File: config.mk
export PLATFORM = sky130hd
export DESIGN_NAME = icache_flat
export DESIGN_NICKNAME = d
export VERILOG_FILES = /design/src/rtl/icache_if.sv /design/src/rtl/icache.sv /design/src/flat_wrapper.sv
export SDC_FILE = /design/constraint.sdc
export NUM_CORES = 2
export LEC_CHECK = 0
export CORE_UTILIZATION = 60
export DETAILED_ROUTE_END_ITERATION = 6
export MAX_ROUTING_LAYER = met4
export PLACE_DENSITY = 0.77
export SYNTH_ARGS = -nofsm -noshare
export SYNTH_HDL_FRONTEND = slang
export SYNTH_SLANG_ARGS = --single-unit
File: constraint.sdc
create_clock -name clk_in -period 12.6 [get_ports clk_in]
set_input_delay 2.52 -clock clk_in [delete_from_list [all_inputs] [get_ports clk_in]]
set_output_delay 2.52 -clock clk_in [all_outputs]
set_load 0.05 [all_outputs]
File: src/rtl/icache_if.sv
// Fetch-side and memory-side signals of the instruction cache.
// The slave modport is the cache; the master modport is the fetch unit and memory arbiter.
interface icache_if;
  logic        inst_req;
  logic [31:0] pc_in;
  logic        inst_ready;
  logic [31:0] inst;
  logic        mem_req;
  logic [31:0] mem_addr;
  logic        mem_ready;
  logic [31:0] mem_data;

  modport slave (
    input  inst_req, pc_in, mem_ready, mem_data,
    output inst_ready, inst, mem_req, mem_addr
  );

  modport master (
    output inst_req, pc_in, mem_ready, mem_data,
    input  inst_ready, inst, mem_req, mem_addr
  );
endinterface

File: src/rtl/icache.sv
// Direct-mapped instruction cache, 4-word lines, zero-latency hits, word-serial line fill.
// Optional macro ICACHE_HIT_UNDER_FILL_EN serves hits to other lines while a fill runs.
module icache #(
  parameter int ICACHE_INDEX_BIT = 4
) (
  input  logic clk_in,
  input  logic rst_n_in,
  input  logic rdy_in,
  icache_if.slave bus
);
  localparam int LINES = 1 << ICACHE_INDEX_BIT;
  localparam int TAG_W = 28 - ICACHE_INDEX_BIT;

  localparam logic [0:0] IDLE = 1'b0;
  localparam logic [0:0] FILL = 1'b1;

  logic [0:0]                  state;
  logic [1:0]                  cnt;
  logic                        mem_req_q;
  logic [31:0]                 mem_addr_q;
  logic [LINES-1:0]            valid;
  logic [TAG_W-1:0]            tag_arr  [LINES];
  logic [31:0]                 data_arr [LINES*4];

  logic [1:0]                  off;
  logic [ICACHE_INDEX_BIT-1:0] idx;
  logic [ICACHE_INDEX_BIT-1:0] fill_idx;
  logic [TAG_W-1:0]            tag;
  logic                        hit;
  logic                        serve;
  logic                        miss_start;
  logic                        fill_wr;
  logic                        unused_pc_lsb;

  assign off           = bus.pc_in[3:2];
  assign idx           = bus.pc_in[4+ICACHE_INDEX_BIT-1:4];
  assign tag           = bus.pc_in[31:4+ICACHE_INDEX_BIT];
  assign unused_pc_lsb = ^bus.pc_in[1:0];
  // The line being filled is always the one mem_addr points into.
  assign fill_idx      = mem_addr_q[4+ICACHE_INDEX_BIT-1:4];

  assign hit = valid[idx] && (tag_arr[idx] == tag);

  always_comb begin
    serve = 1'b0;
    if (state == IDLE) begin
      serve = 1'b1;
    end else begin
`ifdef ICACHE_HIT_UNDER_FILL_EN
      serve = (idx != fill_idx);
`else
      serve = 1'b0;
`endif
    end
  end

  assign bus.inst_ready = rst_n_in && rdy_in && bus.inst_req && hit && serve;
  assign bus.inst       = data_arr[{idx, off}];
  assign bus.mem_req    = mem_req_q;
  assign bus.mem_addr   = mem_addr_q;

  assign miss_start = rdy_in && (state == IDLE) && bus.inst_req && !hit;
  assign fill_wr    = rdy_in && (state == FILL) && bus.mem_ready;

  always_ff @(posedge clk_in or negedge rst_n_in) begin
    if (!rst_n_in) begin
      state      <= IDLE;
      cnt        <= '0;
      mem_req_q  <= 1'b0;
      mem_addr_q <= '0;
      valid      <= '0;
    end else if (rdy_in) begin
      case (state)
        IDLE: begin
          if (miss_start) begin
            state      <= FILL;
            mem_req_q  <= 1'b1;
            mem_addr_q <= {tag, idx, 4'b0000};
            valid[idx] <= 1'b0;
            cnt        <= '0;
          end
        end
        FILL: begin
          if (bus.mem_ready) begin
            if (cnt == 2'd3) begin
              valid[fill_idx] <= 1'b1;
              mem_req_q       <= 1'b0;
              state           <= IDLE;
              cnt             <= '0;
            end else begin
              cnt        <= cnt + 2'd1;
              mem_addr_q <= mem_addr_q + 32'd4;
            end
          end
        end
        default: state <= IDLE;
      endcase
    end
  end

  // Tag and data arrays carry no reset; the valid bits alone qualify them.
  always_ff @(posedge clk_in) begin
    if (miss_start) tag_arr[idx] <= tag;
    if (fill_wr)    data_arr[{fill_idx, cnt}] <= bus.mem_data;
  end
endmodule

File: src/flat_wrapper.sv
// flat-port wrapper written by rule: the top's interface ports become plain ports
module icache_flat 
#(
  parameter int ICACHE_INDEX_BIT = 4
)
  (clk_in, rst_n_in, rdy_in, bus_inst_req, bus_pc_in, bus_mem_ready, bus_mem_data, bus_inst_ready, bus_inst, bus_mem_req, bus_mem_addr);
  icache_if bus_i ();
  input  logic clk_in;
  input  logic rst_n_in;
  input  logic rdy_in;
  input wire logic [$bits(bus_i.inst_req)-1:0] bus_inst_req;
  input wire logic [$bits(bus_i.pc_in)-1:0] bus_pc_in;
  input wire logic [$bits(bus_i.mem_ready)-1:0] bus_mem_ready;
  input wire logic [$bits(bus_i.mem_data)-1:0] bus_mem_data;
  output wire logic [$bits(bus_i.inst_ready)-1:0] bus_inst_ready;
  output wire logic [$bits(bus_i.inst)-1:0] bus_inst;
  output wire logic [$bits(bus_i.mem_req)-1:0] bus_mem_req;
  output wire logic [$bits(bus_i.mem_addr)-1:0] bus_mem_addr;
  assign bus_i.inst_req = bus_inst_req;
  assign bus_i.pc_in = bus_pc_in;
  assign bus_i.mem_ready = bus_mem_ready;
  assign bus_i.mem_data = bus_mem_data;
  assign bus_inst_ready = bus_i.inst_ready;
  assign bus_inst = bus_i.inst;
  assign bus_mem_req = bus_i.mem_req;
  assign bus_mem_addr = bus_i.mem_addr;
  icache #(.ICACHE_INDEX_BIT(ICACHE_INDEX_BIT)) u_core (.clk_in(clk_in), .rst_n_in(rst_n_in), .rdy_in(rdy_in), .bus(bus_i));
endmodule
==> impl_summary.md <==
Global routing
The global router's overall resource usage is 0.351. The first-pass GRT wire length is 378 mm. The initial antenna violation count came to 8. The via count of the first global-routing pass is 49.8k. Global routing finished with a remaining overflow of 0. The pin count of the biggest net entering global routing is 116.

Placement
The final weighted congestion in routability-driven placement is 0.846. The detailed-placement wirelength estimate is 136 mm. The count of port buffers added during placement is 130.

Timing
The pin slew with the least headroom to its limit is 1.31 ns. Counting I/O delays and the setup requirement, the final critical path takes 9.78 ns. The maximum achievable frequency is 102 MHz.

The hold violation total from the final report is 0. The worst clock skew is 0.0684 ns. The worst hold slack is 0.505 ns. The final sum of negative setup slack is 0 ns. The worst-case headroom to the max-slew limit is 0.115.

The final cycle utilization of the critical path is 0.776. Setup violations remaining at the end of the flow were counted as 0. Setup repair after global routing left no endpoint under its margin. The max-slew violation count is 0.

Hold path
The cell depth of the worst min-delay path is 2. The path class of the lowest-slack min-delay path is flip-flop to flip-flop.

Status
The run finished with clean final reports.

Clocking
The clock sink count is 2,482. The library cell used as clock root buffer is clkbuf_16. No sink is reached through more buffers than the 3 on the longest clock path. The clock-pin slew reported for the worst setup and hold paths after clock tree synthesis is 0.06 ns. The clock tree from TritonCTS is done.

Once the clock tree was built, the resizer swapped 0 gates to a different size. The H-tree was split into 4 levels. The number of buffers inserted to repair setup after CTS is 0. The quantity of hold-fixing buffers added after cts is 0. The clock reaches the later pin of the worst-skew pair after 0.88 ns. The number of buffers created by CTS is 230.

Setup path
The depth of the worst register-to-register path is 5. In this run the worst path has a maximum fanout of 89. The most numerous cell on the critical path is buf_4. STA puts the critical path data required time at 10.08 ns. Walking the worst path, the cells encountered are buf_8 > buf_4 > nand2b_1 > nor2_4 > buf_4 > a22oi_1 > nand4_1 > nor2_1 > o21ai_0 > clkdlybuf4s50_1. The highest cell delay on the worst timing path is 0.94 ns. The critical path contains buffers and inverters numbering 4 combined. In this design, the largest share of critical-path delay is due to buffers and inverters. The data arrival time of the worst path is 7.26 ns. The capturing element type of the critical path is an output pin. The master of the slowest instance on the critical path is clkdlybuf4s50_1. Counting buffers and inverters, the worst setup path is 10 cells deep.

STA classifies the critical path startpoint as an input pin. The setup path with the least slack is of type input pin to output pin.

Final layout
The area occupied by multi-input gates is 21,300 um^2. The layout overhead on the synthesized area is 12.4%. Across the whole layout, storage elements account for 74,300 um^2. In the final layout, the share of cells above drive strength 1 is 0.269.

The fill cell instance count of the final layout is 9,189. The utilization of the core after routing is 0.680. The final layout contains 4,672 nets.

Yosys
Among all flip-flop cells after synthesis, the most frequent one is edfxtp_1. The number of storage elements in the synthesis netlist is 2,482. In this run the cell area of the synthesized design comes to 96,100 um^2. The synthesized area divided by synthesized cell count is 22.2 um^2. Of the post-synthesis cell area, the dominant cell type holds 0.760. The fraction of registers with async set or reset after synthesis is 0.0201. Synthesis produced a netlist whose cell count is 4,324. The number of distinct standard cells referenced by the synthesized netlist is 78.

The most common cell in the synthesized netlist is edfxtp_1. Sorting the synthesized cells by area gives the leading types as edfxtp_1, mux4_2, dfrtp_1. In this run, synthesis inferred 2,432 flip-flops with an integrated enable. Yosys printed 0 warnings. Counting instances in the post-synthesis netlist gives the leading cell types as edfxtp_1, mux4_2, nor2_1. For this run, the register share of the synthesized area comes to 0.773.

The biggest area consumer among synthesized cells is edfxtp_1.

Pwr
Summed over all cells, the static leakage comes to 33.8 nW. After layout, the design draws a total of 0.0177 W. In this run the power density over the cells is 164 nW/um^2.

The worst-case IR drop observed on VDD is 158 uV.

Drt
The detailed router placed 51.1k vias in this run. The first-iteration detailed-routing DRC count is 8,526. The number of nets with antenna violations after detailed routing is 0. The number of design rule violations left after detail routing is 0. The detailed-route wire length is 274 mm. After detailed routing, the number of vias per cell comes to 7.44. The first detailed-routing pass ran for 6 iterations. The average routed wire per standard cell is 39.9 um.

Floorplan
In this run the horizontal extent of the chip is 402 um. The boundary pin count is 135. The floorplan row count is 146. The core box area is 159,000 um^2. The die covers 162,000 um^2. The floorplan die height is 402 um. The initial utilization of the core area, before any placement, comes to 0.605.

Run
Max-cap violations in this run came to 0.
stage by stage:
step,instances,area (um^2),setup slack (ns)
final,6877,108000,2.82
after global routing,6872,108000,2.78
after CTS,6867,108000,2.96
after detailed placement,6441,101000,3.05
after global placement,6441,101000,3.04
after floorplan,4325,96100,4.29
logic make-up (layout without fill, tap and decap cells):
family	count (synthesis)	after routing	share of synthesized area
AOI/OAI and AO/OA	357	357	0.0267
and+or+nand+nor	428	428	0.0216
muxes	765	765	0.163
xor gates and xnor gates	33	33	0.00301
buffers and inverters	256	726	0.0120
adders and majority gates	2	2	0.000260
other	1	12	0.0000390
DFF	2482	2482	0.773
cell usage in the layout (no fill, tap or decap), types with 9 or more instances in the layout:
cell type	n
a221oi_1	9
and4_1	11
buf_2	34
inv_1	15
mux2i_1	109
clkinvlp_4	10
mux2_2	14
nor3_2	13
mux4_2	642
nand4_1	23
clkinv_1	52
nor2_2	11
diode_2	10
xor2_1	11
buf_4	146
nor2_4	70
clkbuf_16	231
bufinv_16	19
nand2b_1	19
edfxtp_1	2432
a21oi_1	44
nor3_1	26
nor2_1	55
dfrtp_1	50
xnor2_1	22
nand3_1	48
and3_1	15
o22ai_1	14
o21ai_0	52
clkdlybuf4s50_1	91
a22oi_1	132
clkbuf_1	49
clkinv_2	45
nand2_1	96
a31oi_1	12
path summary, 6_finish.rpt:
path	from	to	slack (ns)
max in group asynchronous	rst_n_in	u_core.bus.mem_addr[2]	10.32
min in group asynchronous	rst_n_in	u_core.bus.mem_addr[20]	1.76
hold reg to reg	u_core.valid[0]	u_core.valid[0]	0.51
setup / recovery	bus_pc_in[5]	bus_inst[13]	2.82
setup reg to reg	u_core.state	u_core.data_arr[54][8]	8.31
hold / removal	u_core.valid[0]	u_core.valid[0]	0.51
worst min-delay path, cell delays in order, from the launching register on:
cell	delay, ns
dfrtp_1	0.34
a21oi_1	0.04
nor2_1	0.08
where the power goes:
part	internal, W	leakage (nW)	switching [W]
Sequential	0.00921	22.5	0.000125
Combinational	0.000494	7.65	0.000968
Clock	0.00377	3.58	0.00309
Total	0.0135	33.8	0.00418
routing by layer:
metal	track usage	up-vias	share of wire
met3	0.0880	1015	0.14
li1	-	18961	-
met5	-	-	0
met2	0.528	4868	0.47
met1	0.448	26288	0.33
met4	0.183	0	0.060
sequential cells by signal, indices dropped and copies added, names as in the netlist:
| name | flops |
|---|---|
| u_core.bus.mem_addr | 30 |
| u_core.bus.mem_req | 1 |
| u_core.cnt | 2 |
| u_core.data_arr | 2048 |
| u_core.state | 1 |
| u_core.tag_arr | 384 |
| u_core.valid | 16 |
final cells by class:
type	instances	area share
Sequential cell	2482	0.688
Multi-Input combinational cell	1587	0.197
Clock buffer	280	0.0552
Tap cell	2072	0.0240
Timing Repair Buffer	283	0.0221
Clock inverter	146	0.0129
Inverter	17	0.000614
Antenna cell	10	0.000232
(Power assumes the default switching activity.)
